File: config.mk
export PLATFORM = sky130hd
export DESIGN_NAME = priority_scan_encoder_flat
export DESIGN_NICKNAME = d
export VERILOG_FILES = /design/src/rtl/priority_scan_encoder_if.sv /design/src/rtl/priority_scan_encoder.sv /design/src/flat_wrapper.sv
export SDC_FILE = /design/constraint.sdc
export NUM_CORES = 1
export LEC_CHECK = 0
export CAP_MARGIN = 20
export CORE_UTILIZATION = 42
export DETAILED_ROUTE_END_ITERATION = 10
export PLACE_DENSITY = 0.78
export SKIP_CTS_REPAIR_TIMING = 1
export SLEW_MARGIN = 25
export SYNTH_ARGS = -nofsm -noshare
export SYNTH_HDL_FRONTEND = slang
export SYNTH_SLANG_ARGS = --single-unit
File: constraint.sdc
create_clock -name clk -period 1.78 [get_ports clk]
set_input_delay 0.534 -clock clk [delete_from_list [all_inputs] [get_ports clk]]
set_output_delay 0.534 -clock clk [all_outputs]
set_load 0.01 [all_outputs]
File: src/rtl/priority_scan_encoder_if.sv
// Handshake bundle for priority_scan_encoder: input vector channel and per-bit index output channel.
interface priority_scan_encoder_if #(
  parameter int unsigned WIDTH = 8,
  parameter int unsigned IDX_W = $clog2(WIDTH)
);
  logic             in_valid;
  logic             in_ready;
  logic [WIDTH-1:0] in_data;
  logic             out_valid;
  logic             out_ready;
  logic [IDX_W-1:0] out_idx;
  logic             out_last;
  logic             out_none;
  logic             out_multi;

  modport master (
    output in_valid, in_data, out_ready,
    input  in_ready, out_valid, out_idx, out_last, out_none, out_multi
  );

  modport slave (
    input  in_valid, in_data, out_ready,
    output in_ready, out_valid, out_idx, out_last, out_none, out_multi
  );
endinterface

File: src/rtl/priority_scan_encoder.sv
// Accepts a bit vector, then emits one beat per set bit (lowest- or highest-first) with
// per-vector none/multi flags; an all-zero vector yields a single index-0 beat.
module priority_scan_encoder #(
  parameter int unsigned WIDTH     = 8,
  parameter bit          LSB_FIRST = 1'b1
) (
  input logic                    clk,
  input logic                    rst,
  priority_scan_encoder_if.slave io_bus
);
  localparam int unsigned      IDX_W   = $clog2(WIDTH);
  localparam logic [WIDTH-1:0] LSB_ONE = WIDTH'(1);

  typedef enum logic [0:0] {StIdle, StEmit} state_e;

  state_e           r_state, w_state_next;
  logic [WIDTH-1:0] r_pending, w_pending_next;
  logic             r_none, w_none_next;
  logic             r_multi, w_multi_next;
  logic [IDX_W-1:0] w_idx;
  logic [WIDTH-1:0] w_sel;
  logic             w_one_left;
  logic             w_last;
  logic             w_in_multi;

  // Later matches overwrite earlier ones, so the loop direction sets the priority.
  always_comb begin
    w_idx = '0;
    if (LSB_FIRST) begin
      for (int i = int'(WIDTH) - 1; i >= 0; i--) begin
        if (r_pending[i]) w_idx = IDX_W'(i);
      end
    end else begin
      for (int i = 0; i < int'(WIDTH); i++) begin
        if (r_pending[i]) w_idx = IDX_W'(i);
      end
    end
  end

  assign w_sel      = LSB_ONE << w_idx;
  assign w_one_left = (r_pending != '0) && ((r_pending & (r_pending - LSB_ONE)) == '0);
  assign w_last     = r_none | w_one_left;
  assign w_in_multi = (io_bus.in_data & (io_bus.in_data - LSB_ONE)) != '0;

  assign io_bus.in_ready  = (r_state == StIdle);
  assign io_bus.out_valid = (r_state == StEmit);
  assign io_bus.out_idx   = w_idx;
  assign io_bus.out_last  = w_last;
  assign io_bus.out_none  = r_none;
  assign io_bus.out_multi = r_multi;

  always_comb begin
    w_state_next   = r_state;
    w_pending_next = r_pending;
    w_none_next    = r_none;
    w_multi_next   = r_multi;
    unique case (r_state)
      StIdle: begin
        if (io_bus.in_valid) begin
          w_state_next   = StEmit;
          w_pending_next = io_bus.in_data;
          w_none_next    = (io_bus.in_data == '0);
          w_multi_next   = w_in_multi;
        end
      end
      StEmit: begin
        if (io_bus.out_ready) begin
          w_pending_next = r_pending & ~w_sel;
          if (w_last) begin
            w_state_next = StIdle;
            w_none_next  = 1'b0;
            w_multi_next = 1'b0;
          end
        end
      end
      default: w_state_next = StIdle;
    endcase
  end

  always_ff @(posedge clk) begin
    if (rst) begin
      r_state   <= StIdle;
      r_pending <= '0;
      r_none    <= 1'b0;
      r_multi   <= 1'b0;
    end else begin
      r_state   <= w_state_next;
      r_pending <= w_pending_next;
      r_none    <= w_none_next;
      r_multi   <= w_multi_next;
    end
  end
endmodule

File: src/flat_wrapper.sv
// flat-port wrapper written by rule: the top's interface ports become plain ports
module priority_scan_encoder_flat 
#(
  parameter int unsigned WIDTH     = 8,
  parameter bit          LSB_FIRST = 1'b1
)
  (clk, rst, io_bus_in_valid, io_bus_in_data, io_bus_out_ready, io_bus_in_ready, io_bus_out_valid, io_bus_out_idx, io_bus_out_last, io_bus_out_none, io_bus_out_multi);
  priority_scan_encoder_if #(.WIDTH(WIDTH)) io_bus_i ();
  input logic clk;
  input logic rst;
  input wire logic [$bits(io_bus_i.in_valid)-1:0] io_bus_in_valid;
  input wire logic [$bits(io_bus_i.in_data)-1:0] io_bus_in_data;
  input wire logic [$bits(io_bus_i.out_ready)-1:0] io_bus_out_ready;
  output wire logic [$bits(io_bus_i.in_ready)-1:0] io_bus_in_ready;
  output wire logic [$bits(io_bus_i.out_valid)-1:0] io_bus_out_valid;
  output wire logic [$bits(io_bus_i.out_idx)-1:0] io_bus_out_idx;
  output wire logic [$bits(io_bus_i.out_last)-1:0] io_bus_out_last;
  output wire logic [$bits(io_bus_i.out_none)-1:0] io_bus_out_none;
  output wire logic [$bits(io_bus_i.out_multi)-1:0] io_bus_out_multi;
  assign io_bus_i.in_valid = io_bus_in_valid;
  assign io_bus_i.in_data = io_bus_in_data;
  assign io_bus_i.out_ready = io_bus_out_ready;
  assign io_bus_in_ready = io_bus_i.in_ready;
  assign io_bus_out_valid = io_bus_i.out_valid;
  assign io_bus_out_idx = io_bus_i.out_idx;
  assign io_bus_out_last = io_bus_i.out_last;
  assign io_bus_out_none = io_bus_i.out_none;
  assign io_bus_out_multi = io_bus_i.out_multi;
  priority_scan_encoder #(.WIDTH(WIDTH), .LSB_FIRST(LSB_FIRST)) u_core (.clk(clk), .rst(rst), .io_bus(io_bus_i));
endmodule
==> flow_metrics.tcl, run 1 <==
set metrics [dict create \
    status "finished with violations" \
    violations "setup timing" \
    dpl_worst_slack_ns -0.473 \
    die_w_um 44.0 \
    hold_depth 2 \
    gr-usage-all-layers 0.266 \
    clk_pin_slew_worst_paths_ns 0.08 \
    hold_class "register to register" \
    ff2ff_setup_slack_ns 0.14 \
    final_antenna_net_count 0 \
    whs_ns 0.517 \
    leakagePower_nw 0.565 \
    grt_pass1_vias 903 \
    yosys_register_bits 11 \
    fmax_mhz 464 \
    worstSetupEndpoint "io_bus_out_last" \
    drive_gt1_frac 0.373 \
    grt_max_degree 12 \
    maxCapViolCount 0 \
    drc 0 \
    synth_warnings 0 \
    grt_pass1_wl_um 3770 \
    ir_drop_mv 0.771 \
    placedInstanceArea_um2 1150 \
    core-area_um2 1580 \
    synth_top_cell_by_area "dfxtp_1" \
    cts_buffer_depth 2 \
    io_buffers 19 \
    final_cell_area_um2 1230 \
    critical-path-top-delay-family "compound AO/OA/AOI/OAI gates" \
    cts_buffers 3 \
    worst_slack_ns -0.375 \
    syn-num-nets 114 \
    tns_ns -0.911 \
    power_density_nw_per_um2 870 \
    synth_most_common_cell "nand2_1" \
    synth_area_um2 741 \
    grt_overflow_total 0 \
    die_height_um 44.0 \
    cp_data_required_time_ns 1.25 \
    fin_skew_ns 0.0111 \
    avgSynthCellArea_um2 7.26 \
    start_kind "register" \
    vias_per_cell 5.99 \
    rsz0062_at_grt "true" \
    critPathKind "register to output port" \
    first_pass_iters 6 \
    hold_viol_final 0 \
    min_period_ns 2.15 \
    period_share 1.21 \
    yosysSeqAreaShare 0.297 \
    r2r_cells 6 \
    drv_slew 0 \
    synth_edf_count 0 \
    netlist_instances 102 \
    synth_area_leaders "dfxtp_1 (30%), a21oi_1 (8.1%), nand2_1 (7.6%)" \
    htree_num_levels 1 \
    tightest_slew_ns 0.486 \
    antenna_found_initial 0 \
    max-slew-margin-rel 0.667 \
    worst-path-max-fanout 6 \
    finalSetupViolCount 4 \
    netlist.area_leader.share 0.297 \
    gp_congestion 0.844 \
    clk_latency_ns 0.28 \
    r2r-start "u_core.r_pending[2]" \
    num_rows 14 \
    crit_buf_inv 1 \
    cp_num_cells 5 \
    cts_tree "built" \
    cts_sinks 11 \
    cp-end-kind "output port" \
    die_area_um2 1940 \
    slowest_delay_ns 0.37 \
    async_reset_ff_frac 0 \
    cp-startpoint "u_core.r_pending[7]" \
    arrival_ns 1.62 \
    dp_hpwl_um 1740 \
    drtIter0Drc 35 \
    vias 994 \
    routed_wl_um 2530 \
    yosys_most_used_dff "dfxtp_1" \
    synth_commonest_cells "nand2_1 (15), nor2_1 (13), a21oi_1 (12), dfxtp_1 (11), o21ai_0 (5)" \
    cp_slowest_cell "dfxtp_4" \
    wl_per_cell_um 15.2 \
    ys_types 38 \
    ioPinCount 20 \
    root_buffer "clkbuf_4" \
    cp_cell_sequence "or2_2 -> a211o_1 -> a21oi_2 -> o21bai_1 -> buf_2" \
    syn2layout_area_growth_pct 66.0 \
    antenna_cells 0 \
    start_util 0.470 \
    fin_nets 163 \
    r2r_end "u_core.r_pending[6]" \
]
[how the worst min path moves through the flow]
stage                                       start                 endpoint  slack (ns)
after floorplan               u_core.r_pending[7]      u_core.r_pending[7]        0.49
after global placement    u_core.io_bus.out_multi  u_core.io_bus.out_multi        0.50
after detailed placement  u_core.io_bus.out_multi  u_core.io_bus.out_multi        0.51
after CTS                 u_core.io_bus.out_multi  u_core.io_bus.out_multi        0.52
after global routing      u_core.io_bus.out_multi  u_core.io_bus.out_multi        0.57
final                     u_core.io_bus.out_multi  u_core.io_bus.out_multi        0.52
[placed cells by master, fill, tap and decap left out, types with 2 or more instances in the layout]
| cell type | netlist | routed |
|---|---|---|
| buf_4 | 2 | 31 |
| a211oi_2 | 0 | 2 |
| o21ai_0 | 5 | 4 |
| o21bai_1 | 2 | 2 |
| nor2_1 | 13 | 11 |
| clkdlybuf4s50_1 | 0 | 11 |
| dlymetal6s2s_1 | 0 | 5 |
| a21oi_1 | 12 | 10 |
| dfxtp_1 | 11 | 5 |
| nand3_1 | 4 | 4 |
| nor3_1 | 2 | 2 |
| nand2_1 | 15 | 15 |
| or4_4 | 1 | 2 |
| inv_1 | 4 | 4 |
| clkbuf_4 | 0 | 3 |
| dfxtp_2 | 0 | 5 |
| a21oi_2 | 1 | 3 |
| buf_2 | 0 | 3 |
[cell type report]
type,instances,area [µm²]
sequential,11,230
inverter,4,15.0
timing repair buffer,50,420
multi-input combinational,81,518
fill,99,347
tap,16,20.0
clock buffer,4,26.3
[where the power goes]
group	switching [mW]	internal (mW)
clock network	0.0974	0.0870
logic	0.266	0.298
registers	0.0386	0.282
[layer usage]
layer	global-route usage	routed length, µm	vias to the layer above
li1	-	-	471
met1	0.323	1000	459
met2	0.439	1280	56
met3	0.0542	182	8
met4	0.145	59	0
met5	0	0	-
[state kept, by name, summed over array words and instances (netlist names)]
register / cells
u_core.io_bus.out_multi: 1
u_core.io_bus.out_valid: 1
u_core.io_bus.out_none: 1
u_core.r_pending: 8
[metrics by stage]
| step | instances | util | power (mW) |
|---|---|---|---|
| floorplan | 102 | - | 0.566 |
| global placement | 161 | 0.727 | 0.849 |
| detailed placement | 161 | 0.727 | 0.861 |
| CTS | 165 | 0.744 | 1.04 |
| global route | 166 | 0.780 | 1.14 |
| finish | 166 | 0.780 | 1.07 |
[tightest hold or removal path: stages, from the launching register on]
cell and delay [ns]:
dfxtp_1 0.33, nand3_1 0.07, nand3_1 0.07
[cell families after synthesis]
group                    share of synthesized area
AO/OA/AOI/OAI                                0.301
adder cells (fa/ha/maj)                     0.0135
buffers and inverters                       0.0625
flip-flops                                   0.297
AND/OR/NAND/NOR                              0.326
Note: power is estimated with default switching activity, not from simulation.
==> inputs of run 2 (changes only) <==
--- a/config.mk
+++ b/config.mk
@@ -6,6 +6,7 @@
 export NUM_CORES = 1
 export LEC_CHECK = 0
 export CAP_MARGIN = 20
+export CORE_MARGIN = 3
 export CORE_UTILIZATION = 42
 export DETAILED_ROUTE_END_ITERATION = 10
 export PLACE_DENSITY = 0.78
==> run 2 against run 1 <==
Compared with the run above:
- the flow still finishes with violations (setup timing)
- final cell count down 0.60%
- hold slack worse by 0.0068 ns
- worst setup slack better by 0.021 ns
- critical path type unchanged
==> flow_metrics.tcl, run 2 (synthesis results as in run 1) <==
set metrics [dict create \
    maxCapViolCount 0 \
    violations "setup timing" \
    worstSetupEndpoint "io_bus_out_last" \
    r2r_end "u_core.r_pending[7]" \
    worst_slack_ns -0.354 \
    antenna_cells 0 \
    top_register "u_core.r_pending" \
    num_rows 14 \
    total_power_mw 1.04 \
    htree_num_levels 1 \
    wl_per_cell_um 14.4 \
    grt_pass1_wl_um 3530 \
    die_w_um 48.0 \
    cp-end-kind "output port" \
    start_util 0.470 \
    io_buffers 19 \
    dp_hpwl_um 1770 \
    final_antenna_net_count 0 \
    drc 0 \
    largest_reg_flops 8 \
    mostFrequentLayoutCell "buf_4" \
    syn2layout_area_growth_pct 61.7 \
    final_cell_mix "buf_4 (29), nand2_1 (14), nor2_1 (12), clkdlybuf4s50_1 (12), a21oi_1 (11)" \
    antenna_found_initial 0 \
    die_area_um2 2300 \
    whs_ns 0.510 \
    leakagePower_nw 0.538 \
    grt_overflow_total 0 \
    arrival_ns 1.60 \
    ff2ff_setup_slack_ns 0.12 \
    core-area_um2 1580 \
    ir_drop_mv 0.733 \
    die_height_um 48.0 \
    start_kind "register" \
    dpl_worst_slack_ns -0.493 \
    period_share 1.20 \
    routed_wl_um 2370 \
    final_cells 165 \
    post-route-util 0.760 \
    vias_per_cell 5.79 \
    fmax_mhz 469 \
    clk_pin_slew_worst_paths_ns 0.08 \
    power_density_nw_per_um2 871 \
    tightest_slew_ns 0.377 \
    hold_class "register to register" \
    dpl.cell_count 159 \
    cp_num_cells 5 \
    finalSetupViolCount 4 \
    cts_buffers 3 \
    hold_viol_final 0 \
    r2r-start "u_core.r_pending[5]" \
    cp_cell_sequence "or4_4 -> nor3_2 -> a21oi_2 -> o21bai_1 -> buf_2" \
    cp_data_required_time_ns 1.25 \
    rsz0062_at_grt "true" \
    root_buffer "clkbuf_4" \
    drtIter0Drc 41 \
    min_period_ns 2.13 \
    cts_buffer_depth 2 \
    max-slew-margin-rel 0.746 \
    gr-usage-all-layers 0.222 \
    worst-path-max-fanout 2 \
    drv_slew 0 \
    clk_latency_ns 0.27 \
    met3_length_um 134 \
    cts_tree "built" \
    grt_max_degree 16 \
    fin_skew_ns 0.00673 \
    drive_gt1_frac 0.349 \
    vias 955 \
    highest_layer "met4" \
    crit_buf_inv 1 \
    status "finished with violations" \
    critical-path-top-delay-family "simple AND/OR/NAND/NOR gates" \
    r2r_cells 6 \
    gp_congestion 0.812 \
    wl_met2_um 1230 \
    ioPinCount 20 \
    tns_ns -0.978 \
    wl_met1_um 980 \
    cts_sinks 11 \
    critPathKind "register to output port" \
    fin_nets 162 \
    final_cell_area_um2 1200 \
    grt_pass1_vias 872 \
    first_pass_iters 4 \
    slowest_delay_ns 0.54 \
    cp-startpoint "u_core.r_pending[5]" \
    cp_slowest_cell "or4_4" \
    placedInstanceArea_um2 1140 \
]
run 2: worst register-to-register path, cell delays in order, from the launching register on:
cell	delay (ns)
dfxtp_2	0.32
or4_4	0.54
buf_4	0.15
nand2_2	0.05
buf_4	0.10
nor3_1	0.06
a221oi_1	0.33
run 2: area by class of cell:
class | instances | area (µm²)
clock buffer | 3 | 22.5
tap | 16 | 20.0
timing repair buffer | 49 | 415
fill | 118 | 379
sequential | 11 | 228
multi-input combinational | 81 | 492
clock inverter | 1 | 5.00
inverter | 4 | 15.0
run 2: report_power, final:
group          total (mW)  switching (mW)  internal [mW]
logic               0.552           0.255          0.297
registers           0.319          0.0386          0.281
clock network       0.172          0.0888         0.0833
run 2: worst min path at each step:
stage	depth (start not counted)	slack (ns)	end	startpoint
after floorplan	2	0.49	u_core.r_pending[7]	u_core.r_pending[7]
after global placement	2	0.50	u_core.io_bus.out_multi	u_core.io_bus.out_multi
after detailed placement	2	0.50	u_core.io_bus.out_multi	u_core.io_bus.out_multi
after CTS	2	0.51	u_core.io_bus.out_multi	u_core.io_bus.out_multi
after global routing	2	0.56	u_core.io_bus.out_multi	u_core.io_bus.out_multi
final	2	0.51	u_core.io_bus.out_multi	u_core.io_bus.out_multi
run 2: metal layers:
metal,vias to the layer above,track usage
met3,4,0.0714
met2,45,0.406
met5,-,0
li1,468,-
met4,0,0.0806
met1,438,0.233
==> inputs of run 3 (changes only) <==
--- a/config.mk
+++ b/config.mk
@@ -6,7 +6,7 @@
 export NUM_CORES = 1
 export LEC_CHECK = 0
 export CAP_MARGIN = 20
-export CORE_MARGIN = 3
+export CORE_MARGIN = 5
 export CORE_UTILIZATION = 42
 export DETAILED_ROUTE_END_ITERATION = 10
 export PLACE_DENSITY = 0.78
==> run 3 against run 2 <==
Compared with the run above:
- the flow still finishes with violations (setup timing)
- power is 5.7% higher
- worst setup slack worse by 0.055 ns
- non-clock buffer count is 4 higher
- core utilization is 2.3 points lower
- fmax is 2.5% lower
- critical path depth is 1 higher
- clock power is 9.9% higher
- hold slack better by 0.018 ns
- clock skew is 0.0010 ns higher
- combinational power is 7.6% higher
- sequential cell count stayed put
==> flow_metrics.tcl, run 3 (synthesis results as in run 1) <==
set metrics [dict create \
    dpl_worst_slack_ns -0.501 \
    post-route-util 0.736 \
    start_util 0.434 \
    hold_depth 2 \
    min_period_ns 2.19 \
    final_antenna_net_count 0 \
    antenna_cells 0 \
    cts_tree "built" \
    start_kind "register" \
    grt_overflow_total 0 \
    final_cells 178 \
    fin_skew_ns 0.00778 \
    arrival_ns 1.66 \
    gr-usage-all-layers 0.198 \
    dpl.cell_count 169 \
    clk_latency_ns 0.29 \
    dp_hpwl_um 1750 \
    power_density_nw_per_um2 877 \
    hold_class "register to register" \
    clk_pin_slew_worst_paths_ns 0.08 \
    cts_sinks 11 \
    maxCapViolCount 0 \
    cts_buffer_depth 2 \
    grt_max_degree 12 \
    finalSetupViolCount 4 \
    drc 0 \
    gp_congestion 0.897 \
    fin_nets 166 \
    leakagePower_nw 0.561 \
    whs_ns 0.528 \
    fmax_mhz 457 \
    worst_slack_ns -0.409 \
    die_height_um 52.0 \
    largest_reg_flops 8 \
    die_w_um 52.0 \
    drv_slew 0 \
    drive_gt1_frac 0.386 \
    rsz0062_at_grt "true" \
    vias 976 \
    drtIter0Drc 25 \
    antenna_found_initial 0 \
    hold_viol_final 0 \
    cts_buffers 3 \
    num_rows 15 \
    ir_drop_mv 0.853 \
    wl_per_cell_um 14.6 \
    worst-path-max-fanout 4 \
    ioPinCount 20 \
    final_cell_mix "buf_4 (34), nand2_1 (13), nor2_1 (12)" \
    grt_pass1_vias 1018 \
    root_buffer "clkbuf_4" \
    cp-end-kind "output port" \
    tightest_slew_ns 0.369 \
    syn2layout_area_growth_pct 69.8 \
    critPathKind "register to output port" \
    tns_ns -1.05 \
    r2r_cells 7 \
    max-slew-margin-rel 0.748 \
    core-area_um2 1710 \
    vias_per_cell 5.48 \
    mostFrequentLayoutCell "buf_4" \
    period_share 1.23 \
    status "finished with violations" \
    grt_pass1_wl_um 4040 \
    routed_wl_um 2590 \
    violations "setup timing" \
    first_pass_iters 4 \
    top_register "u_core.r_pending" \
    cp_data_required_time_ns 1.25 \
    htree_num_levels 1 \
    die_area_um2 2700 \
    io_buffers 19 \
]
[run 3: cell count changes in the layout (fill, tap and decap cells not counted), sizes merged]
cell	previous run	this run
clkbuf	5	6
dlymetal6s2s	3	4
buf	32	36
clkdlybuf4s50	12	11
clkinv	1	0
[run 3: path summary, 6_finish.rpt]
path / from / to / slack [ns]
hold / removal: u_core.io_bus.out_multi / u_core.io_bus.out_multi / 0.53
hold reg to reg: u_core.io_bus.out_multi / u_core.io_bus.out_multi / 0.53
setup reg to reg: u_core.r_pending[5] / u_core.r_pending[6] / 0.11
setup / recovery: u_core.r_pending[2] / io_bus_out_last / -0.41
[run 3: final cells by class]
type	instances	area [µm²]
sequential	11	225
multi-input combinational	81	524
fill	110	450
clock buffer	4	26.3
timing repair buffer	53	435
inverter	4	15.0
tap	25	31.3
[run 3: power by group]
part	switching (mW)	total [mW]	internal (mW)
clock	0.101	0.189	0.0872
combinational	0.274	0.594	0.320
sequential	0.0396	0.321	0.281
[run 3: layer usage]
metal  part of all wire  GRT usage  vias up
li1                   -          -      474
met1               0.40      0.225      448
met2               0.51      0.331       44
met3              0.060     0.0344       10
met4              0.029      0.140        0
met5                  0          0        -
[run 3: worst max-delay path, stage by stage, from the launching register on]
cell and delay, ns:
dfxtp_1 0.36, nor4_4 0.41, buf_4 0.19, nor3_4 0.04
a21oi_2 0.13, o21bai_1 0.08, buf_2 0.15
[run 3: per-stage QoR]
| stage | total power [mW] | instance area [µm²] |
|---|---|---|
| finish | 1.10 | 1260 |
| global route | 1.17 | 1260 |
| CTS | 1.04 | 1180 |
| detailed placement | 0.851 | 1150 |
| global placement | 0.840 | 1150 |
| floorplan | 0.566 | 742 |
